`src/rtl/b16_dbg_pkg.sv`:
```
// Shared constants and types for the b16 debug host: opcodes, register indices, FSM states.
package b16_dbg_pkg;

  localparam int unsigned BYTE_W = 8;
  localparam int unsigned ADDR_W = 3;

  localparam logic [1:0] OP_READ  = 2'b00;
  localparam logic [1:0] OP_WRITE = 2'b01;
  localparam logic [1:0] OP_HALT  = 2'b10;
  localparam logic [1:0] OP_RUN   = 2'b11;

  // Within OP_RUN, this command bit selects STEP instead of RESUME.
  localparam int unsigned STEP_BIT = 0;

  localparam logic [ADDR_W-1:0] REG_N      = 3'd0;
  localparam logic [ADDR_W-1:0] REG_RSTACK = 3'd1;
  localparam logic [ADDR_W-1:0] REG_BP     = 3'd2;
  localparam logic [ADDR_W-1:0] REG_STATUS = 3'd3;
  localparam logic [ADDR_W-1:0] REG_P      = 3'd4;
  localparam logic [ADDR_W-1:0] REG_T      = 3'd5;
  localparam logic [ADDR_W-1:0] REG_R      = 3'd6;
  localparam logic [ADDR_W-1:0] REG_I      = 3'd7;

  typedef enum logic [2:0] {
    S_IDLE = 3'd0,
    S_WHI  = 3'd1,
    S_WLO  = 3'd2,
    S_WSTB = 3'd3,
    S_RSTB = 3'd4,
    S_THI  = 3'd5,
    S_TLO  = 3'd6,
    S_STEP = 3'd7
  } state_t;

  // States in which a host byte may be accepted.
  function automatic logic rx_state(input state_t s);
    return (s == S_IDLE) || (s == S_WHI) || (s == S_WLO);
  endfunction

endpackage

```
`src/rtl/b16_dbg_host.sv`:
```
// Byte-serial host link to b16 CPU debug port: halt/resume/step and register read/write.
module b16_dbg_host
  import b16_dbg_pkg::*;
#(
  parameter int unsigned l = 16
) (
  input  logic              clk,
  input  logic              reset,
  input  logic [BYTE_W-1:0] rx_data,
  input  logic              rx_valid,
  output logic              rx_ready,
  output logic [BYTE_W-1:0] tx_data,
  output logic              tx_valid,
  input  logic              tx_ready,
  output logic              drun,
  output logic              dr,
  output logic              dw,
  output logic [ADDR_W-1:0] daddr,
  output logic [l-1:0]      din,
  input  logic [l-1:0]      dout
);

  state_t            r_state;
  state_t            w_state_nxt;
  logic              r_rx_ready;
  logic [BYTE_W-1:0] r_tx_data;
  logic              r_tx_valid;
  logic              r_drun;
  logic              r_dr;
  logic              r_dw;
  logic [ADDR_W-1:0] r_daddr;
  logic [l-1:0]      r_din;
  logic [l-1:0]      r_hold;

  logic [BYTE_W-1:0] w_tx_data_nxt;
  logic              w_drun_nxt;
  logic              w_dr_nxt;
  logic              w_dw_nxt;
  logic [ADDR_W-1:0] w_daddr_nxt;
  logic [l-1:0]      w_din_nxt;
  logic [l-1:0]      w_hold_nxt;
  logic              w_acc;
  logic [1:0]        w_op;
  logic [l-1:0]      w_rd_word;
  logic              w_unused;

  assign w_acc     = rx_valid && r_rx_ready;
  assign w_op      = rx_data[7:6];
  // A read while running returns zero since no strobe reaches the CPU.
  assign w_rd_word = r_dr ? dout : l'(0);
  assign w_unused  = ^rx_data[5:3];

  always_ff @(posedge clk or negedge reset) begin
    if (!reset) r_state <= S_IDLE;
    else        r_state <= w_state_nxt;
  end

  always_comb begin
    w_state_nxt   = r_state;
    w_drun_nxt    = r_drun;
    w_daddr_nxt   = r_daddr;
    w_din_nxt     = r_din;
    w_hold_nxt    = r_hold;
    w_tx_data_nxt = r_tx_data;
    w_dr_nxt      = 1'b0;
    w_dw_nxt      = 1'b0;

    case (r_state)
      S_IDLE: begin
        if (w_acc) begin
          w_daddr_nxt = rx_data[ADDR_W-1:0];
          case (w_op)
            OP_READ:  w_state_nxt = S_RSTB;
            OP_WRITE: w_state_nxt = S_WHI;
            OP_HALT:  w_drun_nxt  = 1'b0;
            default: begin
              if (!rx_data[STEP_BIT]) begin
                w_drun_nxt = 1'b1;
              end else if (!r_drun) begin
                w_drun_nxt  = 1'b1;
                w_state_nxt = S_STEP;
              end
            end
          endcase
        end
      end
      S_WHI: begin
        if (w_acc) begin
          w_din_nxt[l-1 -: BYTE_W] = rx_data;
          w_state_nxt              = S_WLO;
        end
      end
      S_WLO: begin
        if (w_acc) begin
          w_din_nxt[BYTE_W-1:0] = rx_data;
          w_state_nxt           = S_WSTB;
        end
      end
      S_WSTB: w_state_nxt = S_IDLE;
      S_RSTB: begin
        w_hold_nxt    = w_rd_word;
        w_tx_data_nxt = w_rd_word[l-1 -: BYTE_W];
        w_state_nxt   = S_THI;
      end
      S_THI: begin
        if (tx_ready) begin
          w_tx_data_nxt = r_hold[BYTE_W-1:0];
          w_state_nxt   = S_TLO;
        end
      end
      S_TLO: begin
        if (tx_ready) begin
          w_tx_data_nxt = '0;
          w_state_nxt   = S_IDLE;
        end
      end
      S_STEP: begin
        w_drun_nxt  = 1'b0;
        w_state_nxt = S_IDLE;
      end
      default: w_state_nxt = S_IDLE;
    endcase

    // Strobes fire in the state entered; drun is unchanged on these paths.
    w_dr_nxt = (w_state_nxt == S_RSTB) && (r_state != S_RSTB) && !r_drun;
    w_dw_nxt = (w_state_nxt == S_WSTB) && (r_state != S_WSTB) && !r_drun;
  end

  always_ff @(posedge clk or negedge reset) begin
    if (!reset) begin
      r_rx_ready <= 1'b1;
      r_tx_valid <= 1'b0;
      r_tx_data  <= '0;
      r_drun     <= 1'b1;
      r_dr       <= 1'b0;
      r_dw       <= 1'b0;
      r_daddr    <= '0;
      r_din      <= '0;
      r_hold     <= '0;
    end else begin
      r_rx_ready <= rx_state(w_state_nxt);
      r_tx_valid <= (w_state_nxt == S_THI) || (w_state_nxt == S_TLO);
      r_tx_data  <= w_tx_data_nxt;
      r_drun     <= w_drun_nxt;
      r_dr       <= w_dr_nxt;
      r_dw       <= w_dw_nxt;
      r_daddr    <= w_daddr_nxt;
      r_din      <= w_din_nxt;
      r_hold     <= w_hold_nxt;
    end
  end

  assign rx_ready = r_rx_ready;
  assign tx_valid = r_tx_valid;
  assign tx_data  = r_tx_data;
  assign drun     = r_drun;
  assign dr       = r_dr;
  assign dw       = r_dw;
  assign daddr    = r_daddr;
  assign din      = r_din;

endmodule

```
`config.mk`:
```
export PLATFORM = sky130hd
export DESIGN_NAME = b16_dbg_host
export DESIGN_NICKNAME = d
export VERILOG_FILES = /design/src/rtl/b16_dbg_pkg.sv /design/src/rtl/b16_dbg_host.sv
export SDC_FILE = /design/constraint.sdc
export NUM_CORES = 1
export LEC_CHECK = 0
export ABC_AREA = 1
export ABC_CLOCK_PERIOD_IN_PS = 2300
export CAP_MARGIN = 5
export CORE_ASPECT_RATIO = 1.75
export CORE_MARGIN = 2
export CORE_UTILIZATION = 49
export CTS_CLUSTER_DIAMETER = 60
export CTS_CLUSTER_SIZE = 20
export DETAILED_ROUTE_END_ITERATION = 6
export GPL_TIMING_DRIVEN = 1
export PLACE_DENSITY = 0.82
export SLEW_MARGIN = 20
export SYNTH_ARGS = -nofsm -noshare
export SYNTH_HDL_FRONTEND = slang
export SYNTH_SLANG_ARGS = --single-unit
```
`constraint.sdc`:
```
create_clock -name clk -period 2.3 [get_ports clk]
set_clock_uncertainty 0.1 [all_clocks]
set_input_delay 0.46 -clock clk [delete_from_list [all_inputs] [get_ports clk]]
set_output_delay 0.46 -clock clk [all_outputs]
set_load 0.03 [all_outputs]
```
Word-level counts from Yosys, hierarchy flattened:

Index checks and enable logic that the tools add are counted.

* bits in writable memories: 0
* word-level logic and storage cells: 69
* input bits: 28
* bits in read-only memories: 0
* memories kept: 0
* flip-flop bits (word level): 43
* bits in latches: 0
* output and inout bits: 32

* add/subtract/negate cells: 0
* mux-type cells: 16
* magnitude comparators: 0
* reduce and logical (&&, ||, !) cells: 21
* div/mod/pow operators: 0
* eq/ne operators: 21
* bitwise gates (word level): 0
* shift-type cells: 0
* multiply operators: 0

Operators by type and width (number)
* case mux 8 bit (3 select lines): 1
* == test 3 bit (second input constant): 7
* 2-to-1 mux 3 bit: 7
* case mux 3 bit (7 select lines): 1
* 2-to-1 mux 16 bit: 1
* 2-to-1 mux 8 bit: 2
* == test 3 x 2 -> 1 bit (second input constant): 4
* case mux 3 bit (3 select lines): 1
* inequality test 2 bit (second input constant): 4
* == test 3 x 1 -> 1 bit (second input constant): 2
* zero test 3 bit: 2
* AND reduction 2 bit: 3
* AND reduction 3 bit: 2
* logical AND 1 bit: 5
* case mux 1 bit (2 select lines): 2
* OR reduction 2 bit: 2
* logical OR 1 bit: 3
* inequality test 3 x 2 -> 1 bit (second input constant): 1
* inequality test 3 bit (second input constant): 1
* nonzero test 3 bit: 1
* == test 2 x 1 -> 1 bit (second input constant): 1
* == test 2 bit (second input constant): 1
* zero test 2 bit: 1
* nonzero test 2 bit: 1
* 2 further kinds: 2

Depth between registers and ports, before layout:

Gate-level depths: netlist (run 1).

* depth in word-level cells: 8
* gate-level depth with buffers: 7
* gate-level depth less buffers: 7

Worst setup path before layout (run 1):

No wires, ideal clock.

* kind: register to register
* start point: reg r_rx_ready (netlist: rx_ready)
* end point: reg r_din[0] (netlist: din[0])
* clock period less this slack: 1509 ps
* path buffers: 1
* setup time: 121 ps
* setup slack: 791 ps
* data arrival time: 1288 ps
* stages on the path, launching flop included: 7
* data required time: 2079 ps
* cell sequence: dfstp_2 > nand2_1 > inv_1 > nand3_2 > buf_2 > nand2_1 > o21ai_1

* longest elaborated chain between the ends: 2

Ends and longest elaborated chain
* start, declared: RTL line b16_dbg_host.sv:25 `logic r_rx_ready;`
* start signal, assigned: RTL line b16_dbg_host.sv:141 `r_rx_ready <= rx_state(w_state_nxt);`
* logical AND 1 bit: RTL line b16_dbg_host.sv:47 `assign w_acc = rx_valid && r_rx_ready;`
* AND reduction 2 bit (no line)
* end signal, assigned: RTL line b16_dbg_host.sv:148 `r_din <= w_din_nxt;`
* end, declared: RTL line b16_dbg_host.sv:32 `logic [l-1:0] r_din;`

Every way passes these cells.
A chain may end at the register's enable or synchronous reset.

Worst setup path in the final report (run 1):

* start point: reg r_drun (netlist: drun)
* end point: out drun

RTL lines
* start, declared: RTL line b16_dbg_host.sv:28 `logic r_drun;`
* start signal, assigned: RTL line b16_dbg_host.sv:144 `r_drun <= w_drun_nxt;`
* end, declared: RTL line b16_dbg_host.sv:15 `output logic drun,`

No word-level cell between the ends.

==> results of run 1 <==
==> per-stage QoR <==
stage / setup WS [ns] / instances / area, sq um
detailed placement: 0.306 / 323 / 2540
global route: 0.106 / 331 / 2640
finish: 0.156 / 331 / 2640
floorplan: 0.791 / 219 / 1890
CTS: 0.140 / 331 / 2640
global placement: 0.335 / 323 / 2540
==> report_power, final <==
part           switching, uW  internal, uW  total [uW]  leakage [uW]
sequential               215          1100        1320      0.000547
combinational           1230           788        2010      0.000611
clock                    272           217         489     0.0000408
total                   1710          2110        3820       0.00120
==> routing by layer <==
layer | track usage [%] | vias to the layer above | wire length, um
met2 | 38.3 | 60 | 2190
li1 | - | 855 | -
met1 | 23.6 | 757 | 1680
met3 | 5.40 | 12 | 252
met5 | 0 | - | 0
met4 | 11.1 | 0 | 121
==> final timing paths <==
path                       endpoint  cells past startpoint  slack [ns]
max reg2reg                      dr                      7        0.65
min reg2reg                daddr[2]                      2        0.39
min                              dw                      1        0.11
min in group clk           daddr[2]                      2        0.39
max                            drun                      1        0.16
max in group asynchronous   din[14]                      2        1.39
==> final cells by class <==
class                   count  area (sq um)  share of cell area [%]
clock buffers               5          68.8                    2.61
clock inverters             3          23.8                   0.902
inverters                  18          67.6                    2.56
multi-input cells         152           716                    27.2
flip-flops and latches     43          1080                    40.9
well taps                  46          57.6                    2.18
repair buffers             64           623                    23.6
==> cells in the mapped netlist (2+ instances only) <==
cell | count | area (sq um)
nand3_1 | 16 | 80.1
buf_2 | 3 | 15.0
nand4_1 | 2 | 12.5
inv_1 | 13 | 48.8
dfrtp_1 | 41 | 1030
nand3_2 | 2 | 20.0
o21ai_0 | 12 | 60.1
inv_2 | 5 | 18.8
nor2_1 | 16 | 60.1
clkbuf_1 | 3 | 11.3
a21oi_1 | 22 | 110
o21ai_1 | 20 | 100
dfstp_2 | 2 | 52.6
nor2_2 | 3 | 18.8
nand2_1 | 53 | 199
==> logic make-up after synthesis <==
logic type / Yosys count / synth area share (%)
buffers and inverters: 24 / 4.97
AND/OR/NAND/NOR: 95 / 22.0
AO/OA/AOI/OAI: 57 / 15.9
flip-flops: 43 / 57.1
==> sequential cells by signal (all words and copies together), names as in the netlist <==
register / count
dr: 1
tx_valid: 1
tx_data: 8
drun: 1
r_hold: 8
rx_ready: 1
r_state: 3
daddr: 3
din: 16
dw: 1
==> results_dict.tcl, run 1 <==
set metrics [dict create \
    die_area_sq_um 4390 \
    max_freq_ghz 0.466 \
    finalCriticalPeriod_ns 2.14 \
    yosysWarningCount 0 \
    maxCapViolCount 0 \
    grt.overflow.total 0 \
    peakVddDrop_mv 1.08 \
    die_y_um 86.1 \
    grt_max_degree 36 \
    final_nets 312 \
    cpPeakStageDelay_ns 0.70 \
    drv_slew 0 \
    hold_ws_ns 0.112 \
    num_io_pins 60 \
    place_congestion 0.954 \
    antenna_left 0 \
    ys_seq_area_share_pct 57.1 \
    r2r-start "rx_ready" \
    crit_path_max_fanout 5 \
    clock_sinks 43 \
    portBuffers 59 \
    die_x_um 50.9 \
    hold_violations 0 \
    coreArea_sq_um 3660 \
    startpoint "drun" \
    crit_type "register to primary output" \
    layout_common_cells "clkdlybuf4s50_1 (58), nand2_1 (53), dfrtp_1 (41)" \
    post-cts-setup-buffers 0 \
    synthFlopType "dfrtp_1" \
    setup_viol 0 \
    cts.clk_slew.worst_paths_ns 0.09 \
    fin_setup_tns_ns 0 \
    grt_pass1_wl_um 7090 \
    synth-edff-count 0 \
    cts_buffers 5 \
    slew_headroom_pct 50.7 \
    antenna_found_initial 0 \
    drive_gt1_share_pct 10.2 \
    crit_arrival_ns 1.58 \
    clk_path_buf_depth 2 \
    status "finished clean" \
    drc 0 \
    synth_cells 219 \
    clock_latency_ns 0.31 \
    crit_path_cell_trace "clkdlybuf4s50_1" \
    worstPathRequired_ns 1.74 \
    drtIter0Drc 32 \
    power_density_nw_per_um2 1450 \
    worst_slew_pin_slew_ns 0.740 \
    dp_hpwl_um 3150 \
    n_fill_cell 289 \
    start_kind "register" \
    insertedDiodeCount 0 \
    yosysUniqueCellTypes 21 \
    cts_tree "yes" \
    drt-wirelength-per-cell_um 12.8 \
    hold_buffers 0 \
    leakagePower_uw 0.00120 \
    async_flop_share_pct 100 \
    vias_per_cell 5.09 \
    track_usage_pct 21.8 \
    slowest_stage "clkdlybuf4s50_1" \
    syn_area_sq_um 1890 \
    path_buf_inv 1 \
    fin_crit_sh_pct 93.2 \
    synth_seq_cells 43 \
    vias 1684 \
    cts-resized-gates 0 \
    crit_path_end_kind "primary output" \
    final_common_cell "clkdlybuf4s50_1" \
    drt_wl_total_um 4240 \
    cts_max_level 2 \
    initial_core_util_pct 51.5 \
    avgSynthCellArea_sq_um 8.62 \
    synth_nets 247 \
    syn_to_final_growth_pct 39.6 \
    cts-root-buf "clkbuf_8" \
    hp-class "input pin to async pin" \
    utilization_pct 71.9 \
    drtPass1Iterations 4 \
    p_total_uw 3820 \
    critPathTopFamily "buffers and inverters" \
    grt_pass1_vias 1604 \
    row_count 29 \
    rsz0062_at_grt "false" \
]
Power figures use the tool's default switching activity.
==> inputs of run 2 (changes only) <==
- ABC_CLOCK_PERIOD_IN_PS: 2300 -> 1880
- CORE_UTILIZATION: 49 -> 41
- PLACE_DENSITY: 0.82 -> 0.73
- clock period: 2.3 -> 1.88 ns (I/O delays scaled with it)
==> results_dict.tcl, run 2 (synthesis results as in run 1) <==
set metrics [dict create \
    peakVddDrop_mv 1.12 \
    pwr-share-seq_pct 34.5 \
    syn_to_final_growth_pct 41.8 \
    drc 0 \
    grt_max_degree 25 \
    leakagePower_uw 0.00123 \
    post-cts-setup-buffers 0 \
    crit_path_max_fanout 2 \
    pwr-share-clk_pct 12.1 \
    coreArea_sq_um 4400 \
    rsz0062_at_grt "false" \
    die_y_um 93.8 \
    grt_pass1_vias 1658 \
    track_usage_pct 18.4 \
    cts_buffers 5 \
    setup_viol 0 \
    r2r_slack_ns 0.39 \
    power_density_nw_per_um2 1740 \
    die_area_sq_um 5190 \
    crit_path_end_kind "primary output" \
    fin_crit_sh_pct 96.6 \
    insertedDiodeCount 0 \
    cts_tree "yes" \
    worstPathRequired_ns 1.40 \
    p_int_uw 2590 \
    power_switching_uw 2060 \
    initial_core_util_pct 42.9 \
    cts-root-buf "clkbuf_8" \
    place_congestion 0.834 \
    critPathTopFamily "buffers and inverters" \
    dp.cells 330 \
    max_freq_ghz 0.550 \
    drt-wirelength-per-cell_um 12.9 \
    crit_type "register to primary output" \
    path_buf_inv 1 \
    setup_ws_ns 0.0630 \
    drtIter0Drc 38 \
    final_nets 315 \
    hp-class "register to register" \
    die_x_um 55.3 \
    drive_gt1_share_pct 10.1 \
    slowest_stage "clkdlybuf4s50_1" \
    layout_common_cells "clkdlybuf4s50_1 (56), nand2_1 (53), dfrtp_1 (41)" \
    cpPeakStageDelay_ns 0.68 \
    clock_sinks 43 \
    multi_input_area_sq_um 716 \
    worst_slew_pin_slew_ns 0.467 \
    antenna_left 0 \
    drt_wl_total_um 4380 \
    drv_slew 0 \
    grt_pass1_wl_um 7530 \
    hold_ws_ns 0.391 \
    maxCapViolCount 0 \
    crit_path_cell_trace "clkdlybuf4s50_1" \
    clk_path_buf_depth 2 \
    vias_per_cell 4.98 \
    crit_arrival_ns 1.34 \
    portBuffers 59 \
    p_total_uw 4660 \
    grt.overflow.total 0 \
    finalCriticalPeriod_ns 1.82 \
    antenna_found_initial 0 \
    slew_headroom_pct 68.9 \
    n_fill_cell 397 \
    dp_slack_ns 0.140 \
    clock_latency_ns 0.29 \
    final_cells 339 \
    final_common_cell "clkdlybuf4s50_1" \
    p_comb_share_pct 53.4 \
    fin_setup_tns_ns 0 \
    hold_violations 0 \
    drtPass1Iterations 6 \
    cts.clk_slew.worst_paths_ns 0.08 \
    status "finished clean" \
    dp_hpwl_um 3280 \
    largest_reg_flops 16 \
    start_kind "register" \
    switching_share_pct 44.3 \
    vias 1687 \
    num_io_pins 60 \
    cts_max_level 2 \
    seqCellArea_sq_um 1080 \
    row_count 32 \
]
## run 2: final timing paths
path,start,to,depth (start not counted)
min,r_hold[3],r_hold[3],2
max reg2reg,r_state[0],rx_ready,6
min in group asynchronous,reset,din[14],2
min reg2reg,r_hold[3],r_hold[3],2
max,daddr[0],daddr[0],1
max in group asynchronous,reset,rx_ready,3
## run 2: power by group through the flow
stage / registers (uW) / clock network (uW) / logic, uW
final: 1610 / 562 / 2490
after global routing: 1670 / 614 / 2720
after CTS: 1610 / 587 / 2510
after detailed placement: 1630 / 0 / 2510
after global placement: 1620 / 0 / 2500
after floorplan: 2200 / 0 / 939
## run 2: through the flow
| step | cell area (sq um) | util (%) |
|---|---|---|
| detailed placement | 2590 | 58.8 |
| global placement | 2590 | 58.8 |
| finish | 2680 | 60.8 |
| global route | 2680 | 60.8 |
| floorplan | 1890 | - |
| CTS | 2680 | 60.8 |
## run 2: cell type report
type	instances	area share, %
Sequential cell	43	40.3
Timing Repair Buffer	67	25.0
Clock inverter	1	0.187
Multi-Input combinational cell	152	26.7
Inverter	18	2.52
Clock buffer	7	2.85
Tap cell	51	2.38
## run 2: what timing repair did
action / CTS / global route
resized for setup: 2 / 0
hold endpoints to repair: 18 / 0
hold buffers: 1 / 0
endpoints found under the setup margin: 2 / 0
## run 2: per-layer routing
metal  vias to the layer above  track usage, %  routed length (um)
li1                        857               -                   -
met1                       760            20.1                1740
met2                        62            33.4                2300
met3                         8            3.72                 249
met4                         0            8.74                  89
met5                         -               0                   0
==> inputs of run 3 (changes only) <==
- CAP_MARGIN: 5 -> unset
==> results of run 3 <==
Final layout, timing and power as in run 2 (identical DEF).
